## config.mk

```make
export PLATFORM = sky130hd
export DESIGN_NAME = mod_updown_counter
export DESIGN_NICKNAME = d
export VERILOG_FILES = /design/src/rtl/mod_counter_pkg.sv /design/src/rtl/tick_gen.sv /design/src/rtl/mod_updown_counter.sv
export SDC_FILE = /design/constraint.sdc
export NUM_CORES = 1
export LEC_CHECK = 0
export BUFFER_PORTS_ARGS = -buffer_cell sky130_fd_sc_hd__clkbuf_2
export CAP_MARGIN = 20
export CORE_UTILIZATION = 25
export DETAILED_ROUTE_END_ITERATION = 8
export MAX_ROUTING_LAYER = met4
export SYNTH_ARGS = -nofsm -noshare
export SYNTH_HDL_FRONTEND = slang
export SYNTH_SLANG_ARGS = --single-unit
```

## constraint.sdc

```tcl
create_clock -name i_clk -period 3 [get_ports i_clk]
set_input_delay 0.15 -clock i_clk [delete_from_list [all_inputs] [get_ports i_clk]]
set_output_delay 0.15 -clock i_clk [all_outputs]
set_load 0.005 [all_outputs]
```

## src/rtl/mod_counter_pkg.sv

```systemverilog
`default_nettype none
// ============================================================================
// Module   : mod_counter_pkg
// Brief    : Shared constants and helpers for the modulo up/down counter.
//            Count-mode encodings and a decimal digit-count function used to
//            size the optional BCD output (MOD_COUNTER_BCD_OUT_EN).
// Revision : 1.0 - initial release
// ============================================================================
package mod_counter_pkg;

    // Count direction encodings for i_up
    localparam logic UP   = 1'b1;
    localparam logic DOWN = 1'b0;

    // Number of decimal digits needed to print value (at least one)
    function automatic int digit_count(input int unsigned value);
        int          n;
        int unsigned v;
        n = 1;
        v = value;
        while (v >= 32'd10) begin
            v = v / 32'd10;
            n = n + 1;
        end
        return n;
    endfunction

endpackage : mod_counter_pkg
`default_nettype wire

```

## src/rtl/tick_gen.sv

```systemverilog
`default_nettype none
// ============================================================================
// Module   : tick_gen
// Brief    : Prescaler. Counts enabled cycles 0..PRESCALE-1 and flags the
//            last one as a count step. Holds its phase while i_en is low.
// Revision : 1.0 - initial release
// ============================================================================
module tick_gen #(
    parameter int PRESCALE = 1
) (
    input  logic i_clk,
    input  logic i_reset_n,
    input  logic i_en,
    input  logic i_clear,
    output logic o_step
);

    // With PRESCALE=1 the phase register stays at zero and o_step collapses
    // to i_en, so the same logic serves both cases.
    localparam int                C_PW   = (PRESCALE > 1) ? $clog2(PRESCALE) : 1;
    localparam logic [C_PW-1:0]   C_LAST = C_PW'(PRESCALE - 1);

    logic [C_PW-1:0] r_phase;

    // Phase advances on enabled cycles and wraps after the last one
    always_ff @(posedge i_clk or negedge i_reset_n) begin
        if (!i_reset_n) begin
            r_phase <= '0;
        end else if (i_clear) begin
            r_phase <= '0;
        end else if (i_en) begin
            r_phase <= (r_phase == C_LAST) ? '0 : r_phase + 1'b1;
        end
    end

    assign o_step = i_en && (r_phase == C_LAST);

endmodule : tick_gen
`default_nettype wire

```

## src/rtl/mod_updown_counter.sv

```systemverilog
`default_nettype none
// ============================================================================
// Module   : mod_updown_counter
// Brief    : Modulo-(MAX_VAL+1) up/down counter with prescaler, synchronous
//            clear/load, and registered wrap/tick pulses.
//            Define MOD_COUNTER_BCD_OUT_EN to add a registered BCD view of
//            the count (o_bcd, one cycle behind o_counter).
// Revision : 1.0 - initial release
// ============================================================================
module mod_updown_counter
    import mod_counter_pkg::*;
#(
    parameter int WIDTH    = 14,
    parameter int MAX_VAL  = 9999,
    parameter int PRESCALE = 1
) (
    input  logic             i_clk,
    input  logic             i_reset_n,
    input  logic             i_en,
    input  logic             i_up,
    input  logic             i_clear,
    input  logic             i_load,
    input  logic [WIDTH-1:0] i_load_val,
    output logic [WIDTH-1:0] o_counter,
    output logic             o_wrap,
    output logic             o_tick
`ifdef MOD_COUNTER_BCD_OUT_EN
    ,
    output logic [4*digit_count(MAX_VAL)-1:0] o_bcd
`endif
);

    localparam logic [WIDTH-1:0] C_MAX = WIDTH'(MAX_VAL);

    logic             w_step;
    logic [WIDTH-1:0] r_counter;
    logic             r_wrap;
    logic             r_tick;

    tick_gen #(
        .PRESCALE (PRESCALE)
    ) u_tick_gen (
        .i_clk     (i_clk),
        .i_reset_n (i_reset_n),
        .i_en      (i_en),
        .i_clear   (i_clear),
        .o_step    (w_step)
    );

    // Count update with priority clear > load > step > hold
    always_ff @(posedge i_clk or negedge i_reset_n) begin
        if (!i_reset_n) begin
            r_counter <= '0;
            r_wrap    <= 1'b0;
            r_tick    <= 1'b0;
        end else if (i_clear) begin
            r_counter <= '0;
            r_wrap    <= 1'b0;
            r_tick    <= 1'b0;
        end else if (i_load) begin
            // Saturate so an out-of-range load can never escape 0..MAX_VAL
            r_counter <= (i_load_val > C_MAX) ? C_MAX : i_load_val;
            r_wrap    <= 1'b0;
            r_tick    <= 1'b0;
        end else if (w_step) begin
            r_tick <= 1'b1;
            if (i_up == UP) begin
                r_wrap    <= (r_counter == C_MAX);
                r_counter <= (r_counter == C_MAX) ? '0 : r_counter + 1'b1;
            end else begin
                r_wrap    <= (r_counter == '0);
                r_counter <= (r_counter == '0) ? C_MAX : r_counter - 1'b1;
            end
        end else begin
            r_wrap <= 1'b0;
            r_tick <= 1'b0;
        end
    end

    assign o_counter = r_counter;
    assign o_wrap    = r_wrap;
    assign o_tick    = r_tick;

`ifdef MOD_COUNTER_BCD_OUT_EN
    localparam int DIGITS = digit_count(MAX_VAL);

    logic [4*DIGITS-1:0] w_bcd;
    logic [4*DIGITS-1:0] r_bcd;

    // Shift-add-3 binary to BCD conversion of the current count
    always_comb begin
        w_bcd = '0;
        for (int b = WIDTH - 1; b >= 0; b--) begin
            for (int d = 0; d < DIGITS; d++) begin
                if (w_bcd[4*d +: 4] >= 4'd5) begin
                    w_bcd[4*d +: 4] = w_bcd[4*d +: 4] + 4'd3;
                end
            end
            w_bcd = {w_bcd[4*DIGITS-2:0], r_counter[b]};
        end
    end

    // Register the converted value; lags o_counter by one cycle
    always_ff @(posedge i_clk or negedge i_reset_n) begin
        if (!i_reset_n) begin
            r_bcd <= '0;
        end else begin
            r_bcd <= w_bcd;
        end
    end

    assign o_bcd = r_bcd;
`endif

endmodule : mod_updown_counter
`default_nettype wire

```

==> flow_metrics.tcl <==
set metrics [dict create \
    status "completed" \
    area_growth_syn_to_layout_pct 17.3 \
    initial_utilization 0.263 \
    leakage_nw 0.738 \
    max_freq_ghz 0.416 \
    syn_avg_cell_area_sq_um 7.78 \
    cp.required_ns 3.13 \
    tightest_slew_ns 0.659 \
    slew_headroom 0.560 \
    antenna_found_initial 0 \
    critical_path.startpoint_type "flop" \
    drtIter0Drc 136 \
    fin_hold_ws_ns 0.188 \
    synth_edf_count 0 \
    grtUsageTotal 0.169 \
    dieArea_sq_um 6670 \
    drc 0 \
    htree_levels 1 \
    wl_um 5170 \
    synth_cell_type_count 56 \
    drv_slew 0 \
    ys_warn_count 0 \
    place_inst 303 \
    clock_tree.buffer_depth 2 \
    dieWidth_um 81.7 \
    dp_hpwl_um 3840 \
    post_cts_buffers 0 \
    row_count 28 \
    final_nets 256 \
    path_buf_inv 1 \
    place_ws_ns 0.618 \
    fin_crit_sh 0.802 \
    drt-pass1-iter-count 4 \
    maxCapViolCount 0 \
    fin_tns_setup_ns 0 \
    yosys.area.top_type_share 0.252 \
    ant_nets 0 \
    io_buffer_count 35 \
    netlist_top_cells_area "dfrtp_1 (25%), xnor2_1 (4.4%), o21ai_0 (4.1%)" \
    worstPathMaxFanout 8 \
    final_cells 307 \
    ys_ff_latch 16 \
    clock_sinks 16 \
    synthTopCellsByCount "dfrtp_1 (16), nor2_1 (13), o21ai_0 (13), inv_1 (12)" \
    design_area_sq_um 1860 \
    grt_pass1_wl_um 8250 \
    cts_hold_buf 1 \
    cts-root-buf "clkbuf_8" \
    grt_max_degree 31 \
    synthCells 204 \
    via_per_inst 5.75 \
    yosysSeqAreaShare 0.252 \
    cpPeakStageDelay_ns 0.68 \
    hold_class "in2reg" \
    grt_pass1_vias 1573 \
    yosysMostFrequentCell "dfrtp_1" \
    p_per_area_nw_per_um2 366 \
    cts-resized-gates 0 \
    setup_violations 0 \
    finClkSkew_ns 0.00827 \
    layout_min_cycle_time_ns 2.41 \
    syn_nets 226 \
    place_congestion 0.906 \
    clk_pin_slew_worst_paths_ns 0.07 \
    placed_area_sq_um 1810 \
    cp-end-kind "flop" \
    via_count 1765 \
    antenna_cells 0 \
    rsz0062_at_grt "false" \
    crit_type "reg2reg" \
    drive_gt1_frac 0.233 \
    async_reset_ff_frac 1.00 \
    cp_top_family "simple AND/OR/NAND/NOR gates" \
    routedWlPerCell_um 16.8 \
    synth_top_cell_by_area "dfrtp_1" \
    netlist_area_sq_um 1590 \
    clk_latency_ns 0.26 \
    ios 36 \
    crit_slowest_cell "or4b_2" \
    arrival_ns 2.54 \
    layout_setup_ws_ns 0.594 \
    ys.flop_type "dfrtp_1" \
    cts_made_buffers 3 \
    coreArea_sq_um 6030 \
    irDropWorstVdd_mv 0.130 \
    crit_chain "inv_1 -> ha_1 -> or4b_2 -> o41ai_2 -> a21oi_1 -> a2111oi_0 -> nor4_1" \
    cts_tree "built" \
    overflow 0 \
    hold_viol_final 0 \
    die_y_um 81.7 \
]
==> worst min-delay path, stage by stage <==
cell and delay, ns:
clkbuf_2 0.08, o211ai_1 0.09, o21ai_0 0.09
==> power by group <==
group	switching (W)	leakage (nW)	total [W]	internal [W]
Clock	0.0000797	0.0216	0.000169	0.0000893
Combinational	0.000134	0.506	0.000236	0.000102
Sequential	0.0000426	0.211	0.000275	0.000232
Total	0.000257	0.738	0.000680	0.000424
==> cell type report <==
cell class | instances | area, sq um
clock buffers | 3 | 41.3
repair buffers | 39 | 208
flip-flops and latches | 16 | 400
multi-input cells | 161 | 1070
well taps | 75 | 93.8
fillers | 678 | 4170
inverters | 13 | 48.8
==> cell families (layout without fill, tap and decap cells) <==
| group | after synthesis | after routing | share of synthesized area |
|---|---|---|---|
| AND/OR/NAND/NOR | 82 | 82 | 0.297 |
| adder cells (fa/ha/maj) | 2 | 2 | 0.0158 |
| XOR/XNOR | 9 | 9 | 0.0497 |
| flip-flops | 16 | 16 | 0.252 |
| buffers and inverters | 27 | 55 | 0.0741 |
| AO/OA/AOI/OAI | 65 | 65 | 0.292 |
| multiplexers | 3 | 3 | 0.0189 |
==> final timing paths <==
| check | cells past startpoint | slack [ns] | endpoint | start |
|---|---|---|---|---|
| setup / recovery | 7 | 0.59 | o_counter[7] | o_counter[0] |
| hold / removal | 3 | 0.19 | o_counter[0] | i_load_val[0] |
| setup reg to reg | 7 | 0.59 | o_counter[7] | o_counter[0] |
| hold reg to reg | 2 | 0.68 | o_counter[11] | o_counter[11] |
| max in group asynchronous | 2 | 2.29 | o_counter[8] | i_reset_n |
| min in group asynchronous | 2 | 0.38 | o_counter[4] | i_reset_n |
==> cell usage in the layout, fill, tap and decap left out, types with 6 or more instances in the layout <==
master / n
clkbuf_2: 35
dfrtp_1: 16
nor2_1: 13
o21ai_0: 13
inv_1: 12
nand2_1: 11
nor3_1: 11
nor4_1: 10
nand3_1: 9
xnor2_1: 8
a21oi_1: 8
o31ai_1: 7
a31oi_1: 6
==> flip-flops by register name, summed over array words and instances, names as in the netlist <==
name and flops:
o_wrap 1, o_tick 1, o_counter 14
==> layer usage <==
metal / global-route usage / wire length (um)
met5: - / 0
met4: 0.0684 / 146
met3: 0.0256 / 279
met2: 0.255 / 2370
met1: 0.226 / 2370
==> per-stage QoR <==
step	util	total power, W
5_1_grt	0.309	0.000727
3_3_place_gp	0.300	0.000512
4_1_cts	0.309	0.000688
6_report	0.309	0.000680
2_1_floorplan	-	0.000432
3_5_place_dp	0.300	0.000511
(Power assumes the default switching activity.)
